$ cat src/rtl/imem_loader_pkg.sv
// rtl/imem_loader_pkg.sv - shared types and constants for the instruction-memory loader
package imem_loader_pkg;

    typedef enum logic [2:0] {
        IDLE,
        LEN_LO,
        LEN_HI,
        DATA,
        CSUM,
        DONE,
        ERR
    } loader_state_t;

    localparam int LEN_BYTES  = 2;
    localparam int WORD_BYTES = 4;

endpackage

$ cat src/rtl/imem_loader_word_packer.sv
// rtl/imem_loader_word_packer.sv - assembles little-endian bytes into 32-bit words
module word_packer
    import imem_loader_pkg::*;
(
    input  logic                      clk,
    input  logic                      resetn,
    input  logic                      clear,
    input  logic                      byte_valid,
    input  logic [7:0]                byte_data,
    output logic                      word_valid,
    output logic [8*WORD_BYTES-1:0]   word_data
);

    localparam int LANE_W = $clog2(WORD_BYTES);

    logic [LANE_W-1:0]             lane;
    logic [8*(WORD_BYTES-1)-1:0]   shreg;

    // The final byte is merged combinationally so the word is ready on its accept edge.
    assign word_valid = byte_valid && (lane == LANE_W'(WORD_BYTES - 1));
    assign word_data  = {byte_data, shreg};

    always_ff @(posedge clk) begin
        if (!resetn || clear) begin
            lane  <= '0;
            shreg <= '0;
        end else if (byte_valid) begin
            lane  <= lane + 1'b1;
            shreg <= {byte_data, shreg[8*(WORD_BYTES-1)-1:8]};
        end
    end

endmodule

$ cat src/rtl/imem_loader.sv
// rtl/imem_loader.sv - boot-time byte-stream loader for the instruction memory
module imem_loader
    import imem_loader_pkg::*;
#(
    parameter int ADDR_W = 8
)
(
    input  logic              clk,
    input  logic              reset,
    input  logic              start,
    input  logic              in_valid,
    input  logic [7:0]        in_data,
    output logic              in_ready,
    output logic              mem_we,
    output logic [ADDR_W-1:0] mem_addr,
    output logic [31:0]       mem_wdata,
    output logic              cpu_reset,
    output logic              busy,
    output logic              done,
    output logic              err
);

    localparam int               LEN_W = 8 * LEN_BYTES;
    localparam logic [LEN_W:0]   DEPTH = (LEN_W + 1)'(1) << ADDR_W;

    loader_state_t      state, state_n;
    logic [LEN_W-1:0]   n_len;
    logic [LEN_W-1:0]   n_new;
    logic [LEN_W-1:0]   wcnt;
    logic [7:0]         csum;
    logic               accept;
    logic               restart;
    logic               oversize;
    logic               last_word;
    logic               word_valid;
    logic [31:0]        word_data;

    assign accept    = in_valid && in_ready;
    assign restart   = start && (state == IDLE || state == DONE || state == ERR);
    assign n_new     = {in_data, n_len[7:0]};
    assign oversize  = {1'b0, n_new} > DEPTH;
    assign last_word = (wcnt + 1'b1) == n_len;

    word_packer u_packer (
        .clk        (clk),
        .resetn     (reset),
        .clear      (restart),
        .byte_valid (accept && state == DATA),
        .byte_data  (in_data),
        .word_valid (word_valid),
        .word_data  (word_data)
    );

    always_comb begin
        state_n   = state;
        in_ready  = 1'b0;
        busy      = 1'b0;
        done      = 1'b0;
        err       = 1'b0;
        cpu_reset = 1'b1;
        case (state)
            IDLE: begin
                if (start) state_n = LEN_LO;
            end
            LEN_LO: begin
                in_ready = 1'b1;
                busy     = 1'b1;
                if (in_valid) state_n = LEN_HI;
            end
            LEN_HI: begin
                in_ready = 1'b1;
                busy     = 1'b1;
                if (in_valid) begin
                    if (oversize)           state_n = ERR;
                    else if (n_new == '0)   state_n = CSUM;
                    else                    state_n = DATA;
                end
            end
            DATA: begin
                in_ready = 1'b1;
                busy     = 1'b1;
                if (word_valid && last_word) state_n = CSUM;
            end
            CSUM: begin
                in_ready = 1'b1;
                busy     = 1'b1;
                if (in_valid) state_n = (in_data == csum) ? DONE : ERR;
            end
            DONE: begin
                done      = 1'b1;
                cpu_reset = 1'b0;
                if (start) state_n = LEN_LO;
            end
            ERR: begin
                err = 1'b1;
                if (start) state_n = LEN_LO;
            end
            default: state_n = IDLE;
        endcase
    end

    always_ff @(posedge clk) begin
        if (!reset) begin
            state     <= IDLE;
            n_len     <= '0;
            wcnt      <= '0;
            csum      <= '0;
            mem_we    <= 1'b0;
            mem_addr  <= '0;
            mem_wdata <= '0;
        end else begin
            state  <= state_n;
            mem_we <= 1'b0;
            if (restart) begin
                wcnt <= '0;
                csum <= '0;
            end else if (accept) begin
                csum <= csum ^ in_data;
            end
            if (accept && state == LEN_LO) n_len[7:0]       <= in_data;
            if (accept && state == LEN_HI) n_len[LEN_W-1:8] <= in_data;
            // Only reachable in DATA with wcnt < N, so no write lands past the image.
            if (word_valid) begin
                mem_we    <= 1'b1;
                mem_addr  <= wcnt[ADDR_W-1:0];
                mem_wdata <= word_data;
                wcnt      <= wcnt + 1'b1;
            end
        end
    end

endmodule

$ cat config.mk
export PLATFORM = sky130hd
export DESIGN_NAME = imem_loader
export DESIGN_NICKNAME = d
export VERILOG_FILES = /design/src/rtl/imem_loader_pkg.sv /design/src/rtl/imem_loader_word_packer.sv /design/src/rtl/imem_loader.sv
export SDC_FILE = /design/constraint.sdc
export NUM_CORES = 1
export LEC_CHECK = 0
export BUFFER_PORTS_ARGS = -buffer_cell sky130_fd_sc_hd__buf_4
export CAP_MARGIN = 20
export CORE_MARGIN = 2
export CORE_UTILIZATION = 58
export DETAILED_ROUTE_END_ITERATION = 6
export GPL_ROUTABILITY_DRIVEN = 0
export PLACE_DENSITY = 0.83
export SYNTH_ARGS = -nofsm -noshare
export SYNTH_HDL_FRONTEND = slang
export SYNTH_SLANG_ARGS = --single-unit
$ cat constraint.sdc
create_clock -name clk -period 2.69 [get_ports clk]
set_input_delay 0.4035 -clock clk [delete_from_list [all_inputs] [get_ports clk]]
set_output_delay 0.4035 -clock clk [all_outputs]
set_load 0.005 [all_outputs]
* Word level (Yosys, flattened, before mapping)
Index checks and enable logic that the tools add are counted.
** Word-level totals
- Flip-flop bits (word level) :: 110
- Logic and storage cells :: 63
** Operators by class
- Add/subtract/negate cells :: 2
- Order comparisons :: 1
- Equal/unequal tests :: 14
- Multiplexer cells :: 16
- Bitwise operators :: 2
- Reduce and logical (&&, ||, !) cells :: 18
** Operator list (number)
- two-way mux 16 bit :: 2
- two-way mux 3 bit :: 7
- adder 16 x 1 -> 16 bit (second input constant) :: 1
- equality test 16 bit :: 1
- greater-than comparator 16 x 9 -> 1 bit (second input constant) :: 1
- zero test 16 bit :: 1
- one-hot mux 3 bit (5 select lines) :: 1
- equality test 3 bit (second input constant) :: 3
- equality test 8 bit :: 1
- bitwise XOR 8 bit :: 1
- logical AND 1 bit :: 7
- equality test 3 x 2 -> 1 bit (second input constant) :: 2
- inequality test 2 bit (second input constant) :: 3
- two-way mux 1 bit :: 5
- AND reduction 5 bit :: 1
- inequality test 2 x 1 -> 1 bit (second input constant) :: 2
- OR reduction 4 bit :: 1
- equality test 3 x 1 -> 1 bit (second input constant) :: 1
- zero test 3 bit :: 1
- logical OR 1 bit :: 3
- OR reduction 3 bit :: 1
- adder 2 x 1 -> 2 bit (second input constant) :: 1
- equality test 2 bit (second input constant) :: 1
- two-way mux 2 bit :: 1
- other kinds (4) :: 4

* Longest topological paths before layout
Gate-level depths: netlist of the first run.
- Depth after elaboration :: 9
- Depth in mapped cells :: 9

* Modules after synthesis
Synthesis of the first run repeated with hierarchy kept, for this count alone.
** Unflattened totals
- Cells, all modules :: 575
- Area total of the unflattened synthesis :: 5252.5 um^2
** By module, submodules not included
- imem_loader :: times used 1, cells an instance 480, area each 4205.3 um^2
- word_packer :: times used 1, cells an instance 95, area each 1047.3 um^2

* Worst setup path before layout of the first run
Ideal clock, no wire load.
- Path type :: register -> register
- Start point :: register wcnt[1]
- End point :: register state[0]
- Setup time :: 0.124 ns
- Data arrival time :: 2.076 ns
- Required time :: 2.566 ns
- Path slack :: 0.490 ns
- Stages on the path, launching flop included :: 9
- Buffers on the path :: 1
- Clock period less this slack :: 2.200 ns
- Path through :: dfxtp_1 > ha_1 > buf_2 > nand3_1 > nor4_1 > xor2_1 > o311a_1 > nor4_4 > o21bai_1
** On the way
- Longest elaborated chain between the ends :: 5
** RTL lines
- start: declaration :: line imem_loader.sv:29 : logic [LEN_W-1:0] wcnt;
- start signal: assignment :: line imem_loader.sv:127 : wcnt <= wcnt + 1'b1;
- adder 16 x 1 -> 16 bit :: line imem_loader.sv:42 : assign last_word = (wcnt + 1'b1) == n_len;
- equality test 16 bit :: line imem_loader.sv:42
- logical AND 1 bit :: line imem_loader.sv:82 : if (word_valid && last_word) state_n = CSUM;
- inequality test 2 x 1 -> 1 bit (no source line)
- AND reduction 5 bit (no source line)
- end signal: assignment :: line imem_loader.sv:112 : state <= state_n;
- end: declaration :: line imem_loader.sv:26 : loader_state_t state, state_n;
No other way between the ends.
A chain may end at the register's enable or synchronous reset.

* Worst setup path after layout of the first run
Ends and elaborated chain as after synthesis.

==> results of run 1 <==
[how the worst max path moves through the flow]
stage / from / endpoint / slack [ns] / cells after the start
5_1_grt: wcnt[1]$_SDFFE_PN0P_ / state[0]$_SDFFE_PN0P_ / 0.07 / 7
3_5_place_dp: wcnt[1]$_SDFFE_PN0P_ / state[0]$_SDFFE_PN0P_ / 0.29 / 7
4_1_cts: wcnt[1]$_SDFFE_PN0P_ / state[0]$_SDFFE_PN0P_ / 0.25 / 8
3_3_place_gp: wcnt[1]$_SDFFE_PN0P_ / state[0]$_SDFFE_PN0P_ / 0.38 / 7
6_report: wcnt[1]$_SDFFE_PN0P_ / state[0]$_SDFFE_PN0P_ / 0.22 / 8
2_1_floorplan: wcnt[1]$_SDFFE_PN0P_ / state[0]$_SDFFE_PN0P_ / 0.49 / 8
[metal layers]
layer	global-route usage [%]	wire length (µm)
met5	0	0
met4	7.48	167
met3	5.53	792
met2	39.5	5520
met1	33.2	5350
[state kept, by name, summed over array words and instances (netlist names)]
register / count
u_packer.lane: 2
mem_addr: 8
state: 3
csum: 8
mem_we: 1
n_len: 16
u_packer.shreg: 24
wcnt: 16
mem_wdata: 32
[cell families (layout without fill, tap and decap cells)]
kind of cell	count (synthesis)	in the layout	share of synthesized area, %
xor gates and xnor gates	42	42	7.12
muxes	1	1	0.218
buffers and inverters	60	94	4.89
DFF	110	110	42.6
AOI/OAI and AO/OA	156	156	19.8
adders and majority gates	2	2	0.484
and+or+nand+nor	287	287	24.9
[metrics by stage]
| stage | utilization (%) | area (µm²) | instances | power [mW] | setup WS (ns) |
|---|---|---|---|---|---|
| floorplan | - | 5170 | 658 | 2.44 | 0.490 |
| global placement | 64.8 | 5630 | 785 | 2.62 | 0.379 |
| detailed placement | 64.8 | 5630 | 785 | 2.66 | 0.290 |
| CTS | 67.1 | 5820 | 800 | 3.64 | 0.251 |
| global route | 67.1 | 5820 | 800 | 3.81 | 0.0690 |
| finish | 67.1 | 5820 | 800 | 3.64 | 0.223 |
[worst min-delay path, stage by stage]
cell and delay, ns:
buf_4 0.15, nand2_1 0.06, a21oi_1 0.05
[final cells by class]
cell class	instances	area [µm²]	share of cell area, %
sequential	110	2200	37.8
tap	108	135	2.32
clock buffer	9	124	2.13
clock inverter	6	71.3	1.23
inverter	6	22.5	0.387
timing repair buffer	73	548	9.42
multi-input combinational	488	2720	46.7
[power breakdown]
group	leakage, nW	switching [mW]	total, mW	internal [mW]
logic	1.10	0.500	0.847	0.346
clock network	0.0976	0.566	1.00	0.436
registers	0.888	0.0825	1.79	1.71
total	2.09	1.15	3.64	2.49
[layout by cell type (no fill, tap or decap), types with 6 or more instances in the layout]
master,instances
nor2_1,25
nor4_1,7
nor3_1,6
a21oi_1,43
clkbuf_8,9
inv_1,6
nand4_1,7
nand2_1,190
xnor2_1,25
a21boi_0,65
o21ai_0,21
nand3_1,7
buf_4,73
dfxtp_1,110
and2_1,7
xor2_1,17
nor2b_1,9
==> impl_results.md, run 1 <==
* CTS Buf Count at 9
* Die ar. at 9680 µm²
* Yosys top cell by area: dfxtp_1
* Die X at 98.4 µm
* Setup TNS at 0 ns
* CORE AREA at 8680 µm²
* Number of H-tree levels at 3
* Final nets at 702
* GRT Resource Usage Total at 24.5%
* GR Overflow Total at 0
* Postcts setup bufs at 0
* Synth Flop Type: dfxtp_1
* Crit path capture type: flip-flop
* Unique masters post-synth at 49
* Vias at roughly 4,600
* Power Dens Cells at 625 nW/µm²
* Pin count of the biggest net entering global routing at between 60 and 70
* Clock tree from TritonCTS: built
* Hold Violations, Final at 0
* Chain of cells forming the critical path: ha_1 -> buf_4 -> and3_1 -> a221oi_1 -> o21ai_0 -> a221o_1 -> nor4_4 -> o21bai_1
* Yosys warns at 0
* Startpoint Class: flip-flop
* Min-Delay Endpoint: u_packer.shreg[22]$_SDFFE_PP0P_
* Syn Nets at roughly 670
* Fraction of registers with async set/reset at 0%
* P_leak at 2.09 nW
* TritonRoute pass-1 iters at 5
* Layout cell share with drive strength beyond 1 at 13.4%
* Vias in the first global route at 4,194
* Detailed placement HPWL at 8.21 mm
* Area contributors post-synth: dfxtp_1 43%, nand2_1 14%, a21boi_0 9.4%
* Worst path buffer plus inverter count at 1
* Crit-path max FO at 7
* Hold Crit Depth at 3
* RSZ-0062 raised after global routing: no
* Hold path start: in_data[6]
* Share of the synthesized area in the top cell type at 42.6%
* Port Buf Inserts at 57
* DRC viols at 0
* Register bit total from synthesis at 110
* CP max-delay cell: a221o_1
* R2R setup slack at approximately 0.22 ns
* Cts repair resizes at 0
* Syn Std Cell Area at 5170 µm²
* Via-per-instance ratio at 5.74
* Post-DRT Antenna Nets at 0
* Data required, critical path at 2.95 ns
* CTS Hold Bufs at 0
* Crit path max-delay family: compound AO/OA/AOI/OAI gates
* Worst r2r src: wcnt[1]$_SDFFE_PN0P_
* Status: completed
* Arrival time worst endpoint at 2.72 ns
* Final worst path period share at 91.7%
* Slew margin rel. at 61.0%
* Clk root buf: clkbuf_8
* Slew Limit Fails at 0
* First-pass GRT wire length at 19.7 mm
* Seq/Total Area, Yosys at 42.6%
* Reg-to-reg critical path endpoint: state[0]$_SDFFE_PN0P_
* Mapped Cells at between 600 and 700
* Post-route clock skew at 0.0117 ns
* Clock period minus worst slack at 2.47 ns
* Fmax at 0.405 GHz
* CTS Buffer Depth at 2
* Row count at 34
* Final setup vio count at 0
* Top-count cell post-synth: nand2_1
* Max IR drop VDD at 461 µV
* Chip height at 98.4 µm
* Post-synth EDFFs at 0
* WL/cell at 14.8 µm
* Clock sink count at 110
* Top post-synthesis cells by count: 191 x nand2_1, 110 x dfxtp_1, 65 x a21boi_0
* Worst reg-to-reg path cell count at 8
* Worst Hold Margin at 0.335 ns
* WL final at 11.8 mm
* Initial antenna violation count at 0
* Clock slew seen by the registers of the worst setup and hold paths at 0.10 ns
* Worst slew pin tran at 0.584 ns
* Largest stage delay, worst path at between 0.4 and 0.5 ns
* P&R area growth vs syn at 12.6%
* Initial core utilization at 59.6%
* Setup CP Type: reg2reg
* HP Class: in2reg
* Syn Area/Cell at 7.86 µm²
* Max_cap viols at 0
* I/O pin count at 58
* Worst skew pair latency at about 0.37 ns
* Diode count at 0
* Fillers at 711
* Iteration-0 DRC Markers at 259
No activity file was read; power rests on OpenSTA's default activity.
==> inputs of run 2 (changes only) <==
Settings changed: ABC_AREA from default to 1.
==> run 2 against run 1 <==
Compared with the run above:
- final cell count up 4.1%
- clock power down 9%
- hold slack better by 0.0033 ns
- worst setup slack better by 0.24 ns
- core utilization up 0.54 points
- critical path depth up 1
- clock skew up 0.0015 ns
- combinational power down 6.3%
- area after synthesis down 4.9%
- design area down 4.6%
- largest power group unchanged
- highest routed layer unchanged
==> impl_results.md, run 2 <==
* Yosys top cell by area: dfxtp_1
* Number of H-tree levels at 3
* Fraction of registers with async set/reset at 0%
* Largest regs: mem_wdata x32, u_packer.shreg x24
* Register bit total from synthesis at 110
* Most frequent cells in the layout: 185 x nand2_1, 110 x dfxtp_1, 71 x a21oi_1
* Sequential Area at 2200 µm²
* Most common cell after layout, fill and taps aside: nand2_1
* Share of the synthesized area in the top cell type at 44.8%
* Clock sink count at 110
* WL final at about 12 mm
* Startpoint Class: flip-flop
* Postcts setup bufs at 0
* CTS Hold Bufs at 0
* Hold Violations, Final at 0
* Clock slew seen by the registers of the worst setup and hold paths at 0.11 ns
* Clock tree from TritonCTS: built
* Top-count cell post-synth: nand2_1
* Chain of cells forming the critical path: inv_1 -> nand2_1 -> nor2_2 -> nand2_1 -> nor2_4 -> inv_2 -> nor2_8 -> inv_2 -> o21ai_0
* Detailed placement HPWL at 8.55 mm
* Crit-path max FO at 36
* Iteration-0 DRC Markers at 298
* CTS Buf Count at 9
* Fmax at 0.449 GHz
* Layout cell share with drive strength beyond 1 at 15.1%
* Switching power total at roughly 1.2 mW
* GR Overflow Total at 0
* Final worst path period share at 82.9%
* Syn Std Cell Area at just under 5000 µm²
* CP max-delay cell: dfxtp_1
* Chip height at between 90 and 100 µm
* Power Dens Cells at 636 nW/µm²
* Die X at 96.1 µm
* Seq/Total Area, Yosys at 44.8%
* Multi-input logic area at 2370 µm²
* Diode count at 0
* Pin count of the biggest net entering global routing at 59
* Int Power at 2.37 mW
* Status: completed
* Top post-synthesis cells by count: 185 x nand2_1, 110 x dfxtp_1, 71 x a21oi_1
* WL/cell at 14.5 µm
* Fillers at 717
* Max IR drop VDD at about 380 µV
* P&R area growth vs syn at 13.0%
* DRC viols at 0
* Slew margin rel. at between 50% and 60%
* Yosys warns at 0
* Arrival time worst endpoint at 2.50 ns
* Switching Fraction at 32.9%
* Syn Area/Cell at 7.26 µm²
* Clk root buf: clkbuf_8
* I/O pin count at just under 60
* CORE AREA at 8220 µm²
* Unique masters post-synth at 34
* Row count at 33
* Via-per-instance ratio at ~5.6
* Mapped Cells at around 680
* Worst skew pair latency at 0.36 ns
* Largest stage delay, worst path at 0.35 ns
* Setup WS post-layout at roughly 0.46 ns
* RSZ-0062 raised after global routing: no
* Area contributors post-synth: dfxtp_1 45%, nand2_1 14%, a21oi_1 7.2%
* CTS Buffer Depth at 2
* Slew Limit Fails at 0
* Data required, critical path at 2.96 ns
* Sequential power share at about half
* Post-route clock skew at 0.0132 ns
* Clock period minus worst slack at 2.23 ns
* Post-synth EDFFs at 0
* Post-DRT Antenna Nets at 0
* Initial core utilization at 59.8%
* Vias in the first global route at 4,256
* HP Class: in2reg
* Clock power frac at 25.7%
* Final setup vio count at 0
* GRT Resource Usage Total at 27.8%
* TritonRoute pass-1 iters at 5
* Setup CP Type: reg2reg
* Initial antenna violation count at 0
* Port Buf Inserts at 57
* Logic pwr share at 22.5%
* Most flops, register: mem_wdata
* Final nets at ~740
* Setup TNS at 0 ns
* Pre-CTS setup slack at 0.263 ns
* First-pass GRT wire length at 20.0 mm
* Worst slew pin tran at 0.638 ns
* Crit path capture type: flip-flop
* Synth Flop Type: dfxtp_1
* Die ar. at 9230 µm²
* Max_cap viols at 0
* P_leak at 2.38 nW
* Max reg flops at 32
* Vias at 4,628
* Syn Nets at 691
==> run 2: cell types whose count changed after synthesis, moves of 9 or more <==
cell / previous run / this run
xnor2_1: 25 / 2
o21ai_0: 21 / 47
a21oi_1: 43 / 71
inv_1: 6 / 51
nand3_1: 7 / 55
nor2b_1: 9 / 0
a21boi_0: 65 / 0
clkbuf_1: 39 / 12
nor2_1: 25 / 56
==> run 2: final cells by class <==
type	count	share of cell area, %
Clock buffer	10	2.30
Clock inverter	5	0.766
Inverter	58	3.92
Multi-Input combinational cell	483	42.6
Sequential cell	110	39.6
Tap cell	105	2.36
Timing Repair Buffer	62	8.38
==> run 2: kinds of logic after synthesis <==
group                      share of synthesized area, %
and+or+nand+nor                                    31.3
AOI/OAI and AO/OA                                  13.1
adders and majority gates                         0.509
buffers and inverters                              7.15
xor gates and xnor gates                           3.08
DFF                                                44.8
==> run 2: worst paths after layout <==
kind,from,to,slack (ns),depth (start not counted)
max,state[2]$_SDFFE_PN0P_,mem_wdata[24]$_SDFFE_PN0P_,0.46,9
min,in_data[5],u_packer.shreg[21]$_SDFFE_PP0P_,0.34,3
max reg2reg,state[2]$_SDFFE_PN0P_,mem_wdata[24]$_SDFFE_PN0P_,0.46,9
min reg2reg,u_packer.shreg[5]$_SDFFE_PP0P_,u_packer.shreg[5]$_SDFFE_PP0P_,0.47,2
==> run 2: stage by stage <==
step           cells  power, mW  hold slack (ns)  area [µm²]  utilization [%]
2_1_floorplan    677       2.46            0.438        4910                -
3_3_place_gp     818       2.62            0.450        5380             65.5
3_5_place_dp     818       2.65            0.453        5380             65.5
4_1_cts          833       3.53            0.329        5550             67.5
5_1_grt          833       3.74            0.314        5560             67.6
6_report         833       3.53            0.338        5560             67.6
==> run 2: timing repair <==
item | in CTS | in global routing
endpoints found under the setup margin | 0 | 8
hold endpoints to repair | 0 | 0
gates resized for setup | 0 | 1
==> run 2: worst max-delay path: cells and delay by family (launching register included) <==
| kind | cells | cell delay, ns |
|---|---|---|
| flops | 1 | 0.35 |
| buf+inv | 3 | 0.57 |
| compound gates | 1 | 0.19 |
| simple gates | 5 | 1.03 |
==> run 2: power by group through the flow <==
| stage | Sequential [mW] | Clock (mW) | Combinational [mW] |
|---|---|---|---|
| after global routing | 1.84 | 0.995 | 0.902 |
| final | 1.83 | 0.908 | 0.794 |
| after global placement | 1.86 | 0 | 0.765 |
| after detailed placement | 1.87 | 0 | 0.780 |
| after CTS | 1.83 | 0.918 | 0.786 |
| after floorplan | 1.84 | 0 | 0.615 |
==> run 2: layer usage <==
layer | wire [µm] | part of all wire, % | global-route usage (%)
met1 | 5090 | 42 | 35.9
met2 | 6000 | 50 | 47.4
met3 | 826 | 6.8 | 5.25
met4 | 201 | 1.7 | 7.86
met5 | 0 | 0 | 0
==> inputs of run 3 (changes only) <==
Settings changed: CORE_UTILIZATION 58 to 52, PLACE_DENSITY 0.83 to 0.79.
Clock period 2.69 ns to 1.8 ns, I/O delays scaled along.
==> run 3 against run 2 <==
Compared with the run above:
- largest cell class unchanged
- fmax up 18%
- sequential power is 50% higher
- the run now ends with setup timing left
- design area grew 9.9%
- sequential share of layout area is 3.1 points lower
- largest power group unchanged
- critical endpoint is now state[1]$_SDFFE_PN0P_
- register-to-register slack got worse by 0.54 ns
- global-route usage decreased by 1.8 points
==> impl_results.md, run 3 (synthesis results as in run 2) <==
* Setup CP Type: reg2reg
* Slew Limit Fails at 0
* Vias in the first global route at 4,536
* Final setup vio count at 3
* Final worst path period share at 104%
* Failing checks: setup timing
* HP Class: in2reg
* Worst Hold Margin at 0.181 ns
* Clock slew seen by the registers of the worst setup and hold paths at 0.10 ns
* Diode count at 0
* Port Buf Inserts at 57
* Clock tree from TritonCTS: built
* Clock sink count at 110
* Hold Violations, Final at 0
* Int Power at 3.69 mW
* Clock power frac at between 20% and 30%
* Dpl cell area at 5610 µm²
* Initial antenna violation count at 0
* Sequential power share at 48.9%
* Startpoint Class: flip-flop
* Iteration-0 DRC Markers at roughly 380
* Most frequent cells in the layout: 178 x nand2_1, 98 x dfxtp_1, 98 x buf_4
* Arrival time worst endpoint at 2.17 ns
* RSZ-0062 raised after global routing: yes
* Largest stage delay, worst path at 0.38 ns
* Data required, critical path at 2.09 ns
* Setup TNS at -0.224 ns
* WL/cell at around 15 µm
* Worst reg-to-reg path cell count at 16
* Multi-input logic area at 2520 µm²
* CTS Hold Bufs at 0
* Initial core utilization at 53.4%
* Power Dens Cells at 917 nW/µm²
* Post-Place Cells at 850
* Via-per-instance ratio at ~5.6
* Crit-path max FO at 5
* Largest regs: mem_wdata x32, u_packer.shreg x24
* WL final at about 13 mm
* Pin count of the biggest net entering global routing at 54
* Post-route clock skew at 0.00731 ns
* Row count at 35
* Worst skew pair latency at 0.38 ns
* CTS Buffer Depth at 2
* Top cell by count, worst path: nand2_1
* Most flops, register: mem_wdata
* Vias at ~5,000
* Most common cell after layout, fill and taps aside: nand2_1
* CORE AREA at 9200 µm²
* Fin util at 66.4%
* Detailed placement HPWL at 9.03 mm
* Post-DRT Antenna Nets at 0
* Layout cell share with drive strength beyond 1 at 24.8%
* Max_cap viols at 0
* Fillers at 734
* Chip height at between 100 and 150 µm
* Max IR drop VDD at 579 µV
* Sequential Area at 2230 µm²
* Number of H-tree levels at 3
* GRT Resource Usage Total at between 20% and 30%
* Critical path depth in cells at 16
* Fmax at 0.532 GHz
* Crit path capture type: flip-flop
* Final nets at 779
* TritonRoute pass-1 iters at 5
* Clk root buf: clkbuf_8
* Final Instance Area at just over 6000 µm²
* Crit path max-delay family: simple AND/OR/NAND/NOR gates
* Clock period minus worst slack at between 1.5 and 2 ns
* Switching Fraction at 34.0%
* Worst slew pin tran at 0.485 ns
* CTS Buf Count at 9
* GR Overflow Total at 0
* Worst path buffer plus inverter count at 2
* I/O pin count at 58
* Slew margin rel. at 67.7%
* Logic pwr share at a little over a quarter
* Die ar. at 10,200 µm²
* Switching power total at 1.90 mW
* Setup WS post-layout at -0.0809 ns
* CP max-delay cell: dfxtp_4
* First-pass GRT wire length at 21.2 mm
* Status: finished, violations left
* Chain of cells forming the critical path: ha_4 -> nand2_4 -> nor2_4 -> nand2_1 -> nand2_2 -> nand2_1 -> nand2_1 -> nand2_1 -> clkinv_1 -> nand2_1 -> nor2_1 -> nand3_2 -> nand2_4 -> nand3_2 -> nand2_1 -> inv_1
* P&R area growth vs syn at 24.2%
* DRC viols at 0
* Hold Crit Depth at 3
* Die X at 101 µm
* Max reg flops at 32
* P_leak at approximately 2.7 nW
* Final cell count without fillers at ~900
[run 3: cell types whose count changed in the layout (fill, tap and decap cells not counted), sizes merged]
| cell | delta |
|---|---|
| inv | +1 |
| buf | +41 |
| clkbuf | -1 |
[run 3: final timing paths]
check,start,end,slack (ns)
setup / recovery,wcnt[0]$_SDFFE_PN0P_,state[1]$_SDFFE_PN0P_,-0.08
hold / removal,reset,mem_addr[0]$_SDFFE_PN0P_,0.18
setup reg to reg,wcnt[0]$_SDFFE_PN0P_,state[1]$_SDFFE_PN0P_,-0.08
hold reg to reg,u_packer.shreg[7]$_SDFFE_PP0P_,u_packer.shreg[7]$_SDFFE_PP0P_,0.47
[run 3: metal layers]
metal / track usage [%] / wire (µm) / vias up / share of wire [%]
met3: 4.83 / 840 / 28 / 6.3
li1: - / - / 2374 / -
met1: 32.1 / 5380 / 2317 / 41
met4: 11.9 / 363 / 0 / 2.7
met5: 0 / 0 / - / 0
met2: 44.1 / 6690 / 191 / 50
[run 3: repair_timing]
item	CTS	global route
endpoints found under the hold margin	0	0
setup buffers	7	9
pin swaps	11	14
resized for setup	28	35
endpoints found under the setup margin	5	55
[run 3: area by class of cell]
type	count	area share, %
clock buffers	9	2.03
clock inverters	6	0.840
inverters	58	3.69
multi-input cells	483	41.2
flip-flops and latches	110	36.6
well taps	111	2.27
repair buffers	103	13.4
[run 3: metrics by stage]
step | worst slack, ns | power (mW)
final | -0.0809 | 5.60
after global routing | -0.140 | 5.86
after CTS | -0.0122 | 5.50
after detailed placement | -0.117 | 4.11
after global placement | -0.0325 | 4.05
after floorplan | 0.0999 | 3.67
[run 3: worst min-delay path, stage by stage]
cell and delay [ns]:
buf_4 0.14, o21ai_0 0.07, nor2_1 0.04
[run 3: power by group through the flow]
stage / Combinational, mW / Clock [mW] / Sequential [mW]
6_report: 1.47 / 1.39 / 2.74
3_5_place_dp: 1.33 / 0 / 2.78
2_1_floorplan: 0.920 / 0 / 2.76
3_3_place_gp: 1.28 / 0 / 2.77
5_1_grt: 1.61 / 1.50 / 2.75
4_1_cts: 1.37 / 1.40 / 2.73
